===== config.mk =====
export PLATFORM = sky130hd
export DESIGN_NAME = phase_sequencer
export DESIGN_NICKNAME = d
export VERILOG_FILES = /design/src/rtl/core_pkg.sv /design/src/rtl/rise_detect.sv /design/src/rtl/phase_sequencer.sv
export SDC_FILE = /design/constraint.sdc
export NUM_CORES = 1
export LEC_CHECK = 0
export CAP_MARGIN = 20
export CORE_ASPECT_RATIO = 0.75
export CORE_UTILIZATION = 49
export DETAILED_ROUTE_END_ITERATION = 8
export PLACE_DENSITY = 0.86
export SETUP_SLACK_MARGIN = 0.3
export SLEW_MARGIN = 10
export SYNTH_ARGS = -nofsm -noshare
export SYNTH_HDL_FRONTEND = slang
export SYNTH_SLANG_ARGS = --single-unit

===== constraint.sdc =====
create_clock -name clock -period 2.22 [get_ports clock]
set_clock_uncertainty 0.15 [all_clocks]
set_input_delay 0.444 -clock clock [delete_from_list [all_inputs] [get_ports clock]]
set_output_delay 0.444 -clock clock [all_outputs]
set_load 0.05 [all_outputs]

===== src/rtl/core_pkg.sv =====
// Shared definitions for the 5-phase multi-cycle core.
// Holds the phase index constants, the phase count and index width, and the
// run-state encoding. The datapath phase decode reuses the same constants, so
// the sequencer and the datapath always agree on phase numbering.
package core_pkg;

  localparam int CORE_NUM_PHASES = 5;
  localparam int CORE_PHASE_W    = 3;

  localparam int PH_IF  = 0;
  localparam int PH_ID  = 1;
  localparam int PH_EX  = 2;
  localparam int PH_MEM = 3;
  localparam int PH_WB  = 4;

  typedef enum logic [1:0] {
    IDLE   = 2'd0,
    RUN    = 2'd1,
    STEP   = 2'd2,
    HALTED = 2'd3
  } run_state_t;

endpackage


===== src/rtl/rise_detect.sv =====
// 1-bit registered rising-edge detector.
// Ports:
//   clock - system clock
//   reset - synchronous, active-high; clears the history flop
//   sig   - level input (already debounced)
//   rise  - high for the one cycle in which sig is high and was low last cycle
module rise_detect (
  input  logic clock,
  input  logic reset,
  input  logic sig,
  output logic rise
);

  logic sigQ;

  // History flop keeps last cycle's level so a held button gives one event.
  always_ff @(posedge clock) begin
    if (reset) sigQ <= 1'b0;
    else       sigQ <= sig;
  end

  assign rise = sig & ~sigQ;

endmodule


===== src/rtl/phase_sequencer.sv =====
// Run-control and phase sequencer for the 5-phase multi-cycle core.
// Steps the phase counter one phase per clock, drives the one-hot phase
// enables, handles run/stop and single-step from the front-panel buttons,
// stalls IF/MEM while memory is busy, stops on a halt instruction and counts
// retired instructions.
// Ports:
//   clock, reset  - clock and synchronous active-high reset
//   exec, step    - run/stop and single-step buttons (level, rising edge used)
//   halt_req      - decoder flags a halt instruction
//   mem_wait      - memory not ready, honoured only in FETCH_PHASE/MEM_PHASE
//   phase         - current phase index
//   phase_bus     - one-hot phase while active, zero otherwise
//   phase_en      - current phase completes this cycle (datapath latch strobe)
//   running       - in RUN or STEP
//   halted        - in HALTED
//   instr_count   - retired instruction count (wraps)
module phase_sequencer
  import core_pkg::*;
#(
  parameter int NUM_PHASES  = CORE_NUM_PHASES,
  parameter int PHASE_W     = CORE_PHASE_W,
  parameter int FETCH_PHASE = PH_IF,
  parameter int MEM_PHASE   = PH_MEM,
  parameter int CNT_W       = 16
) (
  input  logic                  clock,
  input  logic                  reset,
  input  logic                  exec,
  input  logic                  step,
  input  logic                  halt_req,
  input  logic                  mem_wait,
  output logic [PHASE_W-1:0]    phase,
  output logic [NUM_PHASES-1:0] phase_bus,
  output logic                  phase_en,
  output logic                  running,
  output logic                  halted,
  output logic [CNT_W-1:0]      instr_count
);

  localparam logic [PHASE_W-1:0] LAST_PH  = PHASE_W'(NUM_PHASES - 1);
  localparam logic [PHASE_W-1:0] FETCH_PH = PHASE_W'(FETCH_PHASE);
  localparam logic [PHASE_W-1:0] MEM_PH   = PHASE_W'(MEM_PHASE);

  run_state_t state;
  logic       execRise;
  logic       stepRise;
  logic       haltPend;
  logic       stopPend;
  logic       active;
  logic       stall;
  logic       haltNext;
  logic       stopNext;

  rise_detect execDetect (
    .clock (clock),
    .reset (reset),
    .sig   (exec),
    .rise  (execRise)
  );

  rise_detect stepDetect (
    .clock (clock),
    .reset (reset),
    .sig   (step),
    .rise  (stepRise)
  );

  assign active   = (state == RUN) || (state == STEP);
  assign stall    = active && mem_wait && ((phase == FETCH_PH) || (phase == MEM_PH));
  assign phase_en = active && !stall;
  assign running  = active;
  assign halted   = (state == HALTED);

  // Pending flags including this cycle's request, so a halt or stop seen in
  // the retire cycle itself still takes effect at that retire. Buttons are
  // ignored while single-stepping.
  assign haltNext = haltPend || halt_req;
  assign stopNext = stopPend || ((state == RUN) && execRise);

  // One-hot phase decode, gated to zero whenever the core is not stepping.
  always_comb begin
    phase_bus = '0;
    for (int i = 0; i < NUM_PHASES; i++) begin
      phase_bus[i] = active && (phase == PHASE_W'(i));
    end
  end

  // Run-control FSM. Halt and stop are only acted on at the WB retire so an
  // instruction is never cut short; the pending flags carry the request until
  // then and are cleared whenever the core leaves RUN/STEP.
  always_ff @(posedge clock) begin
    if (reset) begin
      state       <= IDLE;
      phase       <= '0;
      instr_count <= '0;
      haltPend    <= 1'b0;
      stopPend    <= 1'b0;
    end else begin
      case (state)
        IDLE: begin
          phase    <= '0;
          haltPend <= 1'b0;
          stopPend <= 1'b0;
          if (execRise)      state <= RUN;
          else if (stepRise) state <= STEP;
        end
        RUN, STEP: begin
          haltPend <= haltNext;
          stopPend <= stopNext;
          if (phase_en) begin
            if (phase == LAST_PH) begin
              phase       <= '0;
              instr_count <= instr_count + CNT_W'(1);
              if (haltNext) begin
                state    <= HALTED;
                haltPend <= 1'b0;
                stopPend <= 1'b0;
              end else if ((state == STEP) || stopNext) begin
                state    <= IDLE;
                haltPend <= 1'b0;
                stopPend <= 1'b0;
              end
            end else begin
              phase <= phase + PHASE_W'(1);
            end
          end
        end
        HALTED: begin
          phase    <= '0;
          haltPend <= 1'b0;
          stopPend <= 1'b0;
        end
        default: state <= IDLE;
      endcase
    end
  end

endmodule

==> results_dict.tcl <==
set metrics [dict create \
    hold_start "instr_count[15]$_SDFFE_PP0P_" \
    grt_pass1_wl_um 5380 \
    dp_hpwl_um 2290 \
    gp_congestion 0.894 \
    synthToLayoutAreaGrowth_pct 57.1 \
    grt_remaining_overflow 0 \
    tightest_slew_ps 500 \
    final_cell_mix "buf_4 (25), dlygate4sd2_1 (17), nor2_1 (16)" \
    tns_ps 0 \
    synth.distinct_cells 38 \
    vias_per_cell 5.71 \
    start_util 0.519 \
    num_vias 1400 \
    route.detailed.drc 0 \
    worstSetupPathType "reg -> out" \
    routed_wl_um 4210 \
    ys_seq_area_frac 0.365 \
    cts_buffers 3 \
    pre_cts_slack_ps -26.9 \
    worstReg2RegEnd "state[1]$_SDFFE_PP0P_" \
    finalMaxSlewViolations 0 \
    setup_ws_ps 47.2 \
    num_io_pins 33 \
    grt_max_degree 20 \
    power_switching_w 0.000733 \
    clock_power_share 0.147 \
    fp.dieH_um 47.8 \
    reg2reg_from "state[0]$_SDFFE_PP0P_" \
    dieArea_um2 3020 \
    combPwrFrac 0.578 \
    num_antenna_cells 0 \
    ys_warn_count 0 \
    min_path_cells 2 \
    min_period_over_period 0.979 \
    r2r_slack_ps 160 \
    r2r_cells 7 \
    grt.total_usage 0.234 \
    syn_nets 169 \
    cts_tree "built" \
    postSynthAreaPerCell_um2 8.97 \
    max_freq_mhz 460 \
    cp-start-kind "flop" \
    p_leak_nw 0.901 \
    synthesis.area_um2 1370 \
    grt_pass1_vias 1173 \
    avgRoutedWirePerCell_um 17.2 \
    die_w_um 63.1 \
    peakVddDrop_uv 555 \
    hp-class "reg -> reg" \
    hold_buffers 0 \
    cap_violations 0 \
    core_um2 2640 \
    worstPathRequired_ps 1630 \
    pwr-share-seq 0.275 \
    hold_viol 0 \
    internal-power_w 0.00117 \
    synth_seq_cells 25 \
    antenna_found_initial 0 \
    row_count 16 \
    p_per_area_nw_per_um2 881 \
    max-slew-margin-rel 0.668 \
    place_area_um2 1840 \
    cts.sinks 25 \
    synth_edf_count 0 \
    syn_inst 153 \
    status "finished, final reports clean" \
    final_layout_size_suffix_gt1_frac 0.426 \
    cts.path.max_buffers 2 \
    fin_nets 226 \
    finalSetupViolCount 0 \
    clockRootBuffer "clkbuf_8" \
    first_pass_iters 4 \
    ant_nets 0 \
    end_kind "primary output" \
    drt_iter0_drc 95 \
    final_common_cell "buf_4" \
    rsz0062_at_grt "yes" \
    ys.flop_type "dfxtp_1" \
    cp.arrival_ps 1580 \
    switching_share 0.386 \
    portBuffers 32 \
    holdPathEnd "instr_count[15]$_SDFFE_PP0P_" \
    cts.clk_slew.worst_paths_ps 90 \
    clock_latency_ps 270 \
    fin_crit_ps 2170 \
    final_area_um2 2160 \
    h-tree-depth 1 \
    crit_fanout 4 \
    synthArstFlopShare 0 \
]
worst max-delay path by stage:
stage,slack (ps),cells past startpoint,to,startpoint
floorplan,210,7,instr_count[14]$_SDFFE_PP0P_,state[0]$_SDFFE_PP0P_
global placement,40,5,state[0]$_SDFFE_PP0P_,halt_req
detailed placement,-30,5,state[0]$_SDFFE_PP0P_,halt_req
CTS,80,6,phase_en,phase[0]$_SDFFE_PP0P_
global route,10,6,phase_en,phase[1]$_SDFFE_PP0P_
finish,50,6,phase_en,phase[0]$_SDFFE_PP0P_
flip-flops by register name (all words and copies together) (netlist names):
name and flops:
instr_count 16, phase 3, state 2, execDetect.sigQ 1, haltPend 1, stepDetect.sigQ 1
stopPend 1
power groups by stage:
| stage | Sequential [W] | Clock [W] | Combinational [W] |
|---|---|---|---|
| finish | 0.000523 | 0.000278 | 0.00110 |
| global placement | 0.000531 | 0 | 0.000781 |
| CTS | 0.000519 | 0.000274 | 0.000890 |
| global route | 0.000524 | 0.000298 | 0.00114 |
| floorplan | 0.000570 | 0 | 0.000492 |
| detailed placement | 0.000535 | 0 | 0.000799 |
final cells by class:
class	instances	area, µm²
Inverter	7	31.3
Multi-Input combinational cell	116	952
Fill cell	148	487
Clock buffer	3	41.3
Sequential cell	25	520
Clock inverter	1	6.26
Timing Repair Buffer	57	559
Tap cell	36	45.0
cell families (layout without fill, tap and decap cells):
family | Yosys count | count (layout) | synth area share
flops | 25 | 25 | 0.365
buf+inv | 13 | 68 | 0.0465
compound gates | 29 | 29 | 0.144
xor+xnor | 6 | 6 | 0.0383
simple gates | 67 | 68 | 0.293
mux | 3 | 3 | 0.0228
fa+ha+maj | 10 | 10 | 0.0912
worst max-delay path: stages (launching register included):
cell      delay (ps)
dfxtp_4          390
inv_4             50
ha_4             150
and2b_2          210
o211ai_4         200
and2_4           180
buf_12           130
layer usage:
metal / routed length, µm / share of wire / global-route usage
met5: 0 / 0 / 0
met2: 2100 / 0.50 / 0.449
met1: 1870 / 0.44 / 0.283
met4: 59 / 0.014 / 0.0326
met3: 180 / 0.043 / 0.0524
synthesized netlist by cell type, types with 3 or more instances:
cell,number,area share
a21oi_1,11,0.040
and2_1,7,0.032
clkbuf_1,4,0.011
dfxtp_1,25,0.36
ha_1,10,0.091
inv_1,7,0.019
nand2_1,8,0.022
nand3_1,3,0.011
nand4_1,6,0.027
nor2_1,16,0.044
nor2b_1,3,0.014
o21ai_0,4,0.015
o31ai_1,5,0.027
or3_1,3,0.014
or4_1,5,0.027
xor2_1,6,0.038
metrics by stage:
step,std cells,util,hold WS (ps),power [W]
global placement,216,0.697,315,0.00131
detailed placement,216,0.697,330,0.00133
global route,245,0.816,390,0.00196
CTS,229,0.739,340,0.00168
floorplan,153,-,302,0.00106
finish,245,0.816,356,0.00190
repair_timing:
action,in CTS,in global routing
setup endpoints to repair,35,14
gates resized for setup,23,23
setup buffers,9,15
cloned,0,1
pin swaps,7,9
Note: power is estimated with default switching activity, not from simulation.
